<file path="config.mk">
export PLATFORM = sky130hd
export DESIGN_NAME = pair_unpacker
export DESIGN_NICKNAME = d
export VERILOG_FILES = /design/src/rtl/pair_pkg.sv /design/src/rtl/pair_fifo.sv /design/src/rtl/pair_unpacker.sv
export SDC_FILE = /design/constraint.sdc
export NUM_CORES = 1
export LEC_CHECK = 0
export ABC_CLOCK_PERIOD_IN_PS = 4920
export CAP_MARGIN = 20
export CORE_MARGIN = 3
export CORE_UTILIZATION = 56
export DETAILED_ROUTE_END_ITERATION = 8
export GPL_TIMING_DRIVEN = 1
export PLACE_DENSITY = 0.95
export SYNTH_ARGS = -nofsm -noshare
export SYNTH_HDL_FRONTEND = slang
export SYNTH_HIERARCHICAL = 1
export SYNTH_SLANG_ARGS = --single-unit
</file>
<file path="constraint.sdc">
create_clock -name clk -period 4.92 [get_ports clk]
set_input_delay 0.984 -clock clk [delete_from_list [all_inputs] [get_ports clk]]
set_output_delay 0.984 -clock clk [all_outputs]
set_load 0.1 [all_outputs]
</file>
<file path="src/rtl/pair_pkg.sv">
// Shared types for the pair unpacker: packed word layout and emit FSM states.
// A packed word carries two nibble fields, b in the upper half and a in the lower half.
package pair_pkg;

    localparam int NIB_W = 4;

    typedef struct packed {
        logic [NIB_W-1:0] b;
        logic [NIB_W-1:0] a;
    } pair_t;

    typedef enum logic {
        EMIT_A = 1'b0,
        EMIT_B = 1'b1
    } emit_state_e;

endpackage

</file>
<file path="src/rtl/pair_fifo.sv">
// DEPTH-entry FIFO of packed words; head is readable the cycle after a push into empty.
// Pushes when full and pops when empty are ignored; full/empty come straight from flops.
module pair_fifo
    import pair_pkg::*;
#(
    parameter int DEPTH = 2
) (
    input  logic  clk,
    input  logic  rst_n,
    input  logic  push,
    input  logic  pop,
    input  pair_t din,
    output pair_t dout,
    output logic  full,
    output logic  empty
);

    localparam int AW = (DEPTH > 1) ? $clog2(DEPTH) : 1;
    localparam int CW = AW + 1;

    pair_t          mem_q [DEPTH];
    pair_t          mem_d [DEPTH];
    logic [AW-1:0]  wr_ptr_q, wr_ptr_d;
    logic [AW-1:0]  rd_ptr_q, rd_ptr_d;
    logic [CW-1:0]  cnt_q, cnt_d;
    logic           do_push;
    logic           do_pop;

    assign full    = (cnt_q == CW'(DEPTH));
    assign empty   = (cnt_q == '0);
    assign dout    = mem_q[rd_ptr_q];
    assign do_push = push && !full;
    assign do_pop  = pop && !empty;

    // Power-of-two depth lets the pointers wrap by plain overflow.
    always_comb begin
        mem_d    = mem_q;
        wr_ptr_d = wr_ptr_q;
        rd_ptr_d = rd_ptr_q;
        cnt_d    = cnt_q;
        if (do_push) begin
            mem_d[wr_ptr_q] = din;
            wr_ptr_d        = wr_ptr_q + AW'(1);
        end
        if (do_pop) begin
            rd_ptr_d = rd_ptr_q + AW'(1);
        end
        case ({do_push, do_pop})
            2'b10:   cnt_d = cnt_q + CW'(1);
            2'b01:   cnt_d = cnt_q - CW'(1);
            default: cnt_d = cnt_q;
        endcase
    end

    always_ff @(posedge clk) begin
        if (!rst_n) begin
            mem_q    <= '{default: '0};
            wr_ptr_q <= '0;
            rd_ptr_q <= '0;
            cnt_q    <= '0;
        end else begin
            mem_q    <= mem_d;
            wr_ptr_q <= wr_ptr_d;
            rd_ptr_q <= rd_ptr_d;
            cnt_q    <= cnt_d;
        end
    end

endmodule

</file>
<file path="src/rtl/pair_unpacker.sv">
// Splits each buffered 8-bit word into field a then field b, one nibble per output transfer.
// Word visible one cycle after acceptance; in_ready drops when the FIFO is full, never bypassed.
module pair_unpacker
    import pair_pkg::*;
#(
    parameter int DEPTH = 2
) (
    input  logic               clk,
    input  logic               rst_n,
    input  logic               in_valid,
    output logic               in_ready,
    input  logic [2*NIB_W-1:0] in_data,
    output logic               out_valid,
    input  logic               out_ready,
    output logic [NIB_W-1:0]   out_nib,
    output logic               out_sel,
    output logic [7:0]         words_done
);

    pair_t             in_word;
    pair_t             head;
    logic              fifo_full;
    logic              fifo_empty;
    logic              push;
    logic              pop;
    logic              out_xfer;
    logic [NIB_W-1:0]  live_nib;
    logic              live_sel;

    emit_state_e       state_q, state_d;
    logic [7:0]        words_done_q, words_done_d;
    logic [NIB_W-1:0]  held_nib_q, held_nib_d;
    logic              held_sel_q, held_sel_d;
    logic              rdy_q, rdy_d;

    assign in_word   = pair_t'(in_data);
    assign in_ready  = rdy_q && !fifo_full;
    assign out_valid = !fifo_empty;
    assign push      = in_valid && in_ready;
    assign out_xfer  = out_valid && out_ready;
    assign pop       = out_xfer && (state_q == EMIT_B);

    assign live_sel  = (state_q == EMIT_B);
    assign live_nib  = live_sel ? head.b : head.a;

    // While empty the outputs replay the last presented field rather than a stale slot.
    assign out_nib    = out_valid ? live_nib : held_nib_q;
    assign out_sel    = out_valid ? live_sel : held_sel_q;
    assign words_done = words_done_q;

    pair_fifo #(
        .DEPTH (DEPTH)
    ) u_fifo (
        .clk   (clk),
        .rst_n (rst_n),
        .push  (push),
        .pop   (pop),
        .din   (in_word),
        .dout  (head),
        .full  (fifo_full),
        .empty (fifo_empty)
    );

    always_comb begin
        state_d      = state_q;
        words_done_d = words_done_q;
        held_nib_d   = held_nib_q;
        held_sel_d   = held_sel_q;
        rdy_d        = 1'b1;
        if (out_valid) begin
            held_nib_d = live_nib;
            held_sel_d = live_sel;
        end
        if (out_xfer) begin
            state_d = (state_q == EMIT_A) ? EMIT_B : EMIT_A;
        end
        if (pop) begin
            words_done_d = words_done_q + 8'd1;
        end
    end

    always_ff @(posedge clk) begin
        if (!rst_n) begin
            state_q      <= EMIT_A;
            words_done_q <= '0;
            held_nib_q   <= '0;
            held_sel_q   <= 1'b0;
            rdy_q        <= 1'b0;
        end else begin
            state_q      <= state_d;
            words_done_q <= words_done_d;
            held_nib_q   <= held_nib_d;
            held_sel_q   <= held_sel_d;
            rdy_q        <= rdy_d;
        end
    end

endmodule

</file>
==> flow_summary.yaml, run 1 <==
setup_path:
  critPathKind: "flop to output port"
  cp.required_ps: 3940
  rrSetupSlack_ps: 2450
  slowest_delay_ps: 1190
  ff2ff_path_depth: 7
  r2r-end: "u_fifo/cnt_q[1]$_SDFFE_PN0P_"
  timing.rr.start: "u_fifo/cnt_q[0]$_SDFFE_PN0P_"
  cp.arrival_ps: 2700
  cp_slowest_cell: "clkdlybuf4s50_1"
  worst_setup_path_start_kind: "flop"
  path_cells: "nor2_1 -> nand2_1 -> o21ai_0 -> clkdlybuf4s50_1"
  cp_max_fo: 13
  cp-end-kind: "output port"
power:
  finalPower_mw: 0.545
  power.density_nw_per_um2: 290
  ir_worst_vdd_mv: 0.330
  leakagePower_nw: 0.746
route:
  vias: 1234
  first_pass_iters: 5
  drtAntennaViolNets: 0
  avgViaCountPerCell: 5.58
  drc: 0
  drtIter0Drc: 53
  routed_wl_um: 3340
  wire_per_inst_um: 15.1
sta:
  hold_violations: 0
  setup_slack_ps: 1230
  period_needed_ps: 3690
  worst_slew_pin_slew_ps: 1030
  drv_slew: 0
  clock.fmax_ghz: 0.271
  hold_ws_ps: 475
  finalSetupViolCount: 0
  relSlewSlack: 0.309
  rsz0062_at_grt: "false"
  period_share: 0.749
  fin_skew_ps: 17.0
  fin_setup_tns_ps: 0
placed_design:
  hpwl_um: 2400
  post-place-ws_ps: 1640
  port_buffers: 26
  routabilityCongestion: 0.745
grt:
  use_met3: 0.0545
  first_global_vias: 1215
  grt_pass1_wl_um: 5400
  use_met1: 0.230
  grt_max_degree: 36
  grt_use_met2: 0.365
  grt_busiest_layer: "met2"
  grt_overflow: 0
  antenna_found_initial: 0
  grt_use_total: 0.215
yosys:
  synth_most_common_cell: "dfxtp_1"
  synth_top_area_share: 0.441
  synth_adder_area_share: 0.0158
  async_flop_share: 0
  synth_edf_count: 0
  synthMuxAreaShare: 0.196
  synth_cell_type_count: 31
  synthSimpleGateAreaFrac: 0.195
  synth_area_leaders: "dfxtp_1 (44%), mux2i_1 (13%), nand2_1 (7.3%)"
  synth.net_count: 181
  synthFlopType: "dfxtp_1"
  syn_area_per_cell_um2: 9.51
  synth_common_cells: "dfxtp_1 (35), nand2_1 (31), mux2i_1 (21)"
  yosysSeqAreaShare: 0.441
  syn_inst: 167
  yosysWarningCount: 6
  synth_top_family_by_area: "multiplexers"
  ys_ff_latch: 35
  synth_top_cell_by_area: "dfxtp_1"
  synth-compound-area-share: 0.0693
  synth-xor-area-share: 0.0331
  synth_area_um2: 1590
die:
  die-area_um2: 3510
  die_width_um: 59.2
  start_util: 0.613
  core-area_um2: 2590
  rows: 18
  ios: 27
  die_h_um: 59.2
cells_and_area:
  nNetsFinal: 205
  multi_input_area_um2: 808
  register_area_um2: 701
  drive_gt1_frac: 0.0942
  filler_cell_count: 186
  antenna_cells: 0
  area_delta_synth_final_pct: 18.5
clock_tree:
  clkSinkCount: 35
  htree_levels: 2
  cts_tree: "done"
  post-cts-setup-buffers: 0
  clock_latency_ps: 350
  postCtsResizedCells: 0
  holdBufCountCts: 0
  clk_pin_slew_ps: 110
  clock_path_buffers: 2
  cts_made_buffers: 5
  cts_root_buf: "clkbuf_4"
min_path:
  hold_end: "u_fifo/mem_q[13]$_SDFFE_PN0P_"
  min_path_type: "flop to flop"
  hp-start: "u_fifo/mem_q[13]$_SDFFE_PN0P_"
  min_path_cells: 2
run_status:
  status: "finished clean"
flow_run:
  maxCapViolCount: 0
-- cell usage in the layout (no fill, tap or decap), types with 2 or more instances in the layout --
cell             netlist  routed
mux2i_1               21      21
mux2_2                 9       9
nand2_1               31      31
or4_1                  3       3
nor2b_1                3       3
or3_1                  4       4
nor2_1                 5       5
inv_1                  3       3
clkbuf_4               0       5
clkdlybuf4s50_1        0      26
xnor2_1                4       4
nand3_1                3       3
and2_1                 7       7
o31ai_1                3       3
ha_1                   2       2
a21oi_1                5       5
o21ai_0                8       8
xor2_1                 2       2
dfxtp_1               35      35
-- sequential cells by signal, indices dropped and copies added, names as in the netlist --
signal,count
u_fifo/mem_q,16
words_done,8
held_nib_q,4
u_fifo/cnt_q,2
held_sel_q,1
live_sel,1
rdy_q,1
u_fifo/rd_ptr_q,1
u_fifo/wr_ptr_q,1
-- metrics by stage --
stage	utilization	area, um^2	std cells
finish	0.727	1880	221
global route	0.727	1880	221
CTS	0.727	1880	221
detailed placement	0.705	1830	214
global placement	0.705	1830	214
floorplan	-	1590	167
-- worst max path at each step --
stage	from	endpoint	cells past startpoint
2_1_floorplan	u_fifo/rd_ptr_q$_SDFFE_PN0P_	out_nib[0]	4
3_3_place_gp	u_fifo/cnt_q[0]$_SDFFE_PN0P_	out_sel	3
3_5_place_dp	u_fifo/cnt_q[0]$_SDFFE_PN0P_	out_nib[1]	4
4_1_cts	u_fifo/cnt_q[0]$_SDFFE_PN0P_	out_nib[3]	4
5_1_grt	u_fifo/cnt_q[0]$_SDFFE_PN0P_	out_nib[1]	4
6_report	u_fifo/cnt_q[0]$_SDFFE_PN0P_	out_nib[1]	4
-- routing by layer --
metal,wire (um),share of wire
met5,0,0
met4,114,0.034
met3,172,0.051
met2,1750,0.52
met1,1310,0.39
-- power by group --
| group | leakage [nW] | internal [mW] | switching, mW | total (mW) |
|---|---|---|---|---|
| Clock | 0.0341 | 0.0661 | 0.0937 | 0.160 |
| Sequential | 0.284 | 0.292 | 0.00802 | 0.300 |
| Combinational | 0.428 | 0.0322 | 0.0531 | 0.0853 |
| Total | 0.746 | 0.391 | 0.155 | 0.545 |
-- critical path, delay by kind of cell (launching register included) --
family / cells / cell delay [ps]
AO/OA/AOI/OAI: 1 / 150
buffers and inverters: 1 / 1190
flip-flops: 1 / 370
AND/OR/NAND/NOR: 2 / 640
-- layout make-up --
type | instances | share of cell area
Clock buffer | 6 | 0.0273
Clock inverter | 1 | 0.00266
Inverter | 5 | 0.00997
Multi-Input combinational cell | 118 | 0.430
Sequential cell | 35 | 0.372
Tap cell | 30 | 0.0199
Timing Repair Buffer | 26 | 0.138
-- cell families after synthesis --
group,Yosys count
AND/OR/NAND/NOR,61
flip-flops,35
multiplexers,30
AO/OA/AOI/OAI,19
buffers and inverters,14
XOR/XNOR,6
adder cells (fa/ha/maj),2
Note: power is estimated with default switching activity, not from simulation.
==> inputs of run 2 (changes only) <==
--- a/config.mk
+++ b/config.mk
@@ -5,13 +5,13 @@
 export SDC_FILE = /design/constraint.sdc
 export NUM_CORES = 1
 export LEC_CHECK = 0
-export ABC_CLOCK_PERIOD_IN_PS = 4920
+export ABC_CLOCK_PERIOD_IN_PS = 3500
 export CAP_MARGIN = 20
 export CORE_MARGIN = 3
-export CORE_UTILIZATION = 56
+export CORE_UTILIZATION = 52
 export DETAILED_ROUTE_END_ITERATION = 8
 export GPL_TIMING_DRIVEN = 1
-export PLACE_DENSITY = 0.95
+export PLACE_DENSITY = 0.89
 export SYNTH_ARGS = -nofsm -noshare
 export SYNTH_HDL_FRONTEND = slang
 export SYNTH_HIERARCHICAL = 1
==> constraint.sdc (replaced) <==
create_clock -name clk -period 3.5 [get_ports clk]
set_input_delay 0.7 -clock clk [delete_from_list [all_inputs] [get_ports clk]]
set_output_delay 0.7 -clock clk [all_outputs]
set_load 0.1 [all_outputs]
==> run 2 against run 1 <==
  * Clock skew hardly changed
  * Critical path depth is 3 lower
  * Setup slack worse by 400 ps
  * Non-clock buffer count is 2 higher
  * Die area is 6.9% higher
==> flow_summary.yaml, run 2 (same netlist as run 1, synthesis figures left out) <==
cells_and_area:
  drive_gt1_frac: 0.139
  nNetsFinal: 207
  antenna_cells: 0
  largest_reg_flops: 16
  largest_register: "u_fifo/mem_q"
  final_util: 0.662
  area_delta_synth_final_pct: 17.9
  final_common_cell: "dfxtp_1"
  layout_common_cells: "dfxtp_1 (35), nand2_1 (31), mux2i_1 (21), clkdlybuf4s50_1 (18), buf_4 (10)"
  final_area_um2: 1870
sta:
  relSlewSlack: 0.350
  fin_setup_tns_ps: 0
  period_share: 0.761
  worst_slew_pin_slew_ps: 972
  clock.fmax_ghz: 0.375
  finalSetupViolCount: 0
  period_needed_ps: 2660
  fin_skew_ps: 17.0
  hold_violations: 0
  rsz0062_at_grt: "false"
  drv_slew: 0
placed_design:
  hpwl_um: 2160
  placedInstanceArea_um2: 1820
  routabilityCongestion: 0.808
  port_buffers: 26
grt:
  grt_max_degree: 20
  grt_use_total: 0.177
  grt_pass1_wl_um: 4870
  antenna_found_initial: 0
  first_global_vias: 1123
  grt_overflow: 0
route:
  routed_wl_um: 2940
  wire_per_inst_um: 13.1
  vias: 1208
  first_pass_iters: 4
  drc: 0
  drtIter0Drc: 50
  avgViaCountPerCell: 5.37
  drtAntennaViolNets: 0
setup_path:
  cp.required_ps: 2800
  critPathKind: "flop to output port"
  crit_buf_inv: 1
  slowest_delay_ps: 1180
  path_cells: "clkdlybuf4s50_1"
  cp-end-kind: "output port"
  cp_top_family: "buffers and inverters"
  worst_setup_path_start_kind: "flop"
  cp_slowest_cell: "clkdlybuf4s50_1"
  cp.arrival_ps: 1960
  cp_max_fo: 6
run_status:
  status: "finished clean"
clock_tree:
  cts_tree: "done"
  clock_latency_ps: 330
  htree_levels: 2
  post-cts-setup-buffers: 0
  clk_pin_slew_ps: 110
  holdBufCountCts: 0
  cts_root_buf: "clkbuf_4"
  clkSinkCount: 35
  cts_made_buffers: 5
  clock_path_buffers: 2
  postCtsResizedCells: 0
power:
  p_int_mw: 0.535
  p_comb_frac: 0.161
  seq_power_share: 0.563
  power.density_nw_per_um2: 401
  leakagePower_nw: 0.764
  ir_worst_vdd_mv: 0.265
  p_clk_frac: 0.276
  p_switching_mw: 0.214
  swShare: 0.286
die:
  die_width_um: 61.3
  ios: 27
  core-area_um2: 2830
  die_h_um: 61.3
  die-area_um2: 3750
  start_util: 0.561
  rows: 19
flow_run:
  maxCapViolCount: 0
min_path:
  min_path_type: "flop to flop"
[run 2: layout make-up]
type | count | area, um^2
fill | 213 | 957
multi-input combinational | 118 | 808
sequential | 35 | 701
timing repair buffer | 28 | 255
clock buffer | 7 | 45.0
tap | 31 | 38.8
inverter | 5 | 18.8
clock inverter | 1 | 5.00
[run 2: path summary, 6_finish.rpt]
| kind | start | end | slack [ps] | cells past startpoint |
|---|---|---|---|---|
| worst min register to register | u_fifo/mem_q[15]$_SDFFE_PN0P_ | u_fifo/mem_q[15]$_SDFFE_PN0P_ | 460 | 2 |
| worst min-delay path | u_fifo/mem_q[15]$_SDFFE_PN0P_ | u_fifo/mem_q[15]$_SDFFE_PN0P_ | 460 | 2 |
| worst max-delay path | words_done[1]$_SDFFE_PN0P_ | words_done[1] | 840 | 1 |
| worst max register to register | u_fifo/cnt_q[0]$_SDFFE_PN0P_ | u_fifo/cnt_q[1]$_SDFFE_PN0P_ | 1490 | 8 |
[run 2: power by group through the flow]
stage / combinational (mW) / clock, mW / sequential, mW
floorplan: 0.0942 / 0 / 0.427
global placement: 0.117 / 0 / 0.430
detailed placement: 0.121 / 0 / 0.431
CTS: 0.121 / 0.211 / 0.422
global route: 0.130 / 0.228 / 0.424
finish: 0.121 / 0.207 / 0.422
[run 2: per-stage QoR]
stage / setup slack, ps / hold WS [ps] / cells / power (mW)
after floorplan: 351 / 431 / 167 / 0.521
after global placement: 1060 / 439 / 217 / 0.547
after detailed placement: 991 / 452 / 217 / 0.552
after CTS: 848 / 468 / 225 / 0.754
after global routing: 790 / 493 / 225 / 0.782
final: 836 / 464 / 225 / 0.750
[run 2: layer usage]
metal / global-route usage / vias up / share of wire
met5: 0 / - / 0
met3: 0.0440 / 7 / 0.046
met4: 0.0712 / 0 / 0.022
met2: 0.302 / 30 / 0.50
li1: - / 619 / -
met1: 0.212 / 552 / 0.43
==> inputs of run 3 (changes only) <==
--- a/config.mk
+++ b/config.mk
@@ -5,13 +5,13 @@
 export SDC_FILE = /design/constraint.sdc
 export NUM_CORES = 1
 export LEC_CHECK = 0
-export ABC_CLOCK_PERIOD_IN_PS = 3500
+export ABC_CLOCK_PERIOD_IN_PS = 2300
 export CAP_MARGIN = 20
 export CORE_MARGIN = 3
-export CORE_UTILIZATION = 52
+export CORE_UTILIZATION = 47
 export DETAILED_ROUTE_END_ITERATION = 8
 export GPL_TIMING_DRIVEN = 1
-export PLACE_DENSITY = 0.89
+export PLACE_DENSITY = 0.86
 export SYNTH_ARGS = -nofsm -noshare
 export SYNTH_HDL_FRONTEND = slang
 export SYNTH_HIERARCHICAL = 1
==> constraint.sdc (replaced) <==
create_clock -name clk -period 2.3 [get_ports clk]
set_input_delay 0.46 -clock clk [delete_from_list [all_inputs] [get_ports clk]]
set_output_delay 0.46 -clock clk [all_outputs]
set_load 0.1 [all_outputs]
==> run 3 against run 2 <==
  * Sequential share of layout area decreased by 2.3 points
  * Total power increased by 57%
  * Flip-flop and latch count unchanged
  * Sequential power increased by 52%
  * Hold slack improved by 3.1 ps
  * Global-route usage decreased by 1.0 points
  * Die area increased by 9.6%
  * Setup slack got worse by 700 ps
  * Utilization decreased by 2.3 points
  * Via count increased by 3.9%
  * Clock power increased by 55%
==> flow_summary.yaml, run 3 (same netlist as run 1, synthesis figures left out) <==
cells_and_area:
  final_common_cell: "dfxtp_1"
  largest_reg_flops: 16
  drive_gt1_frac: 0.214
  antenna_cells: 0
  final_area_um2: 2000
  area_delta_synth_final_pct: 25.8
  nNetsFinal: 209
  largest_register: "u_fifo/mem_q"
  layout_common_cells: "dfxtp_1 (34), nand2_1 (31), mux2i_1 (21), buf_4 (12), clkdlybuf4s50_1 (11)"
sta:
  relSlewSlack: 0.654
  fin_skew_ps: 16.0
  finalSetupViolCount: 0
  hold_ws_ps: 467
  drv_slew: 0
  hold_violations: 0
  worst_slew_pin_slew_ps: 518
  period_share: 0.940
  rsz0062_at_grt: "false"
  fin_setup_tns_ps: 0
  clock.fmax_ghz: 0.462
  period_needed_ps: 2160
  setup_slack_ps: 137
route:
  drtIter0Drc: 82
  drc: 0
  drtAntennaViolNets: 0
  first_pass_iters: 4
  routed_wl_um: 3110
  avgViaCountPerCell: 5.23
  vias: 1255
  wire_per_inst_um: 13.0
grt:
  first_global_vias: 1214
  grt_use_total: 0.167
  grt_overflow: 0
  grt_max_degree: 19
  antenna_found_initial: 0
  grt_pass1_wl_um: 5380
placed_design:
  port_buffers: 26
  hpwl_um: 2220
  post-place-ws_ps: 105
  routabilityCongestion: 0.766
  placedInstanceArea_um2: 1950
setup_path:
  worst_setup_path_start_kind: "flop"
  critPathKind: "flop to output port"
  cp-end-kind: "output port"
  cp.required_ps: 1840
  cp.arrival_ps: 1700
  cp_max_fo: 9
die:
  rows: 20
  start_util: 0.508
  die_h_um: 64.1
  die-area_um2: 4110
  ios: 27
  die_width_um: 64.1
  core-area_um2: 3130
clock_tree:
  clk_pin_slew_ps: 100
  post-cts-setup-buffers: 0
  cts_root_buf: "clkbuf_4"
  clock_latency_ps: 340
  clock_path_buffers: 2
  holdBufCountCts: 0
  postCtsResizedCells: 1
  cts_made_buffers: 5
  cts_tree: "done"
  htree_levels: 2
  clkSinkCount: 35
power:
  ir_worst_vdd_mv: 0.372
  power.density_nw_per_um2: 589
  leakagePower_nw: 0.823
flow_run:
  maxCapViolCount: 0
run_status:
  status: "finished clean"
min_path:
  min_path_type: "flop to flop"
==> run 3: through the flow <==
stage	power [mW]	cells	utilization
after floorplan	0.798	167	-
after global placement	0.864	232	0.622
after detailed placement	0.870	232	0.622
after CTS	1.19	240	0.638
after global routing	1.23	240	0.638
final	1.18	240	0.638
==> run 3: worst paths after layout <==
check	start	end	slack [ps]	cells after the start
min	u_fifo/mem_q[7]$_SDFFE_PN0P_	u_fifo/mem_q[7]$_SDFFE_PN0P_	470	2
max	u_fifo/rd_ptr_q$_SDFFE_PN0P_	out_nib[1]	140	4
max reg2reg	u_fifo/cnt_q[0]$_SDFFE_PN0P_	u_fifo/mem_q[8]$_SDFFE_PN0P_	370	7
min reg2reg	u_fifo/mem_q[7]$_SDFFE_PN0P_	u_fifo/mem_q[7]$_SDFFE_PN0P_	470	2
==> run 3: routing by layer <==
metal  share of wire  track usage  vias up
li1                -            -      624
met1            0.43        0.194      592
met2            0.51        0.283       35
met3           0.055       0.0650        4
met4           0.010       0.0475        0
met5               0            0        -
==> run 3: layout make-up <==
| type | count | area, um^2 |
|---|---|---|
| tap | 44 | 55.1 |
| multi-input combinational | 118 | 831 |
| clock buffer | 7 | 45.0 |
| inverter | 5 | 18.8 |
| timing repair buffer | 30 | 340 |
| clock inverter | 1 | 5.00 |
| sequential | 35 | 702 |
| fill | 268 | 1130 |
==> run 3: where the power goes <==
group	internal (mW)	total (mW)	switching (mW)
clock	0.119	0.321	0.201
combinational	0.0921	0.213	0.121
sequential	0.625	0.643	0.0173
==> run 3: worst max-delay path: stages (launching register included) <==
cell and delay, ps:
dfxtp_2 480, mux2_2 370, mux2i_1 220, o21ai_2 110
buf_12 170
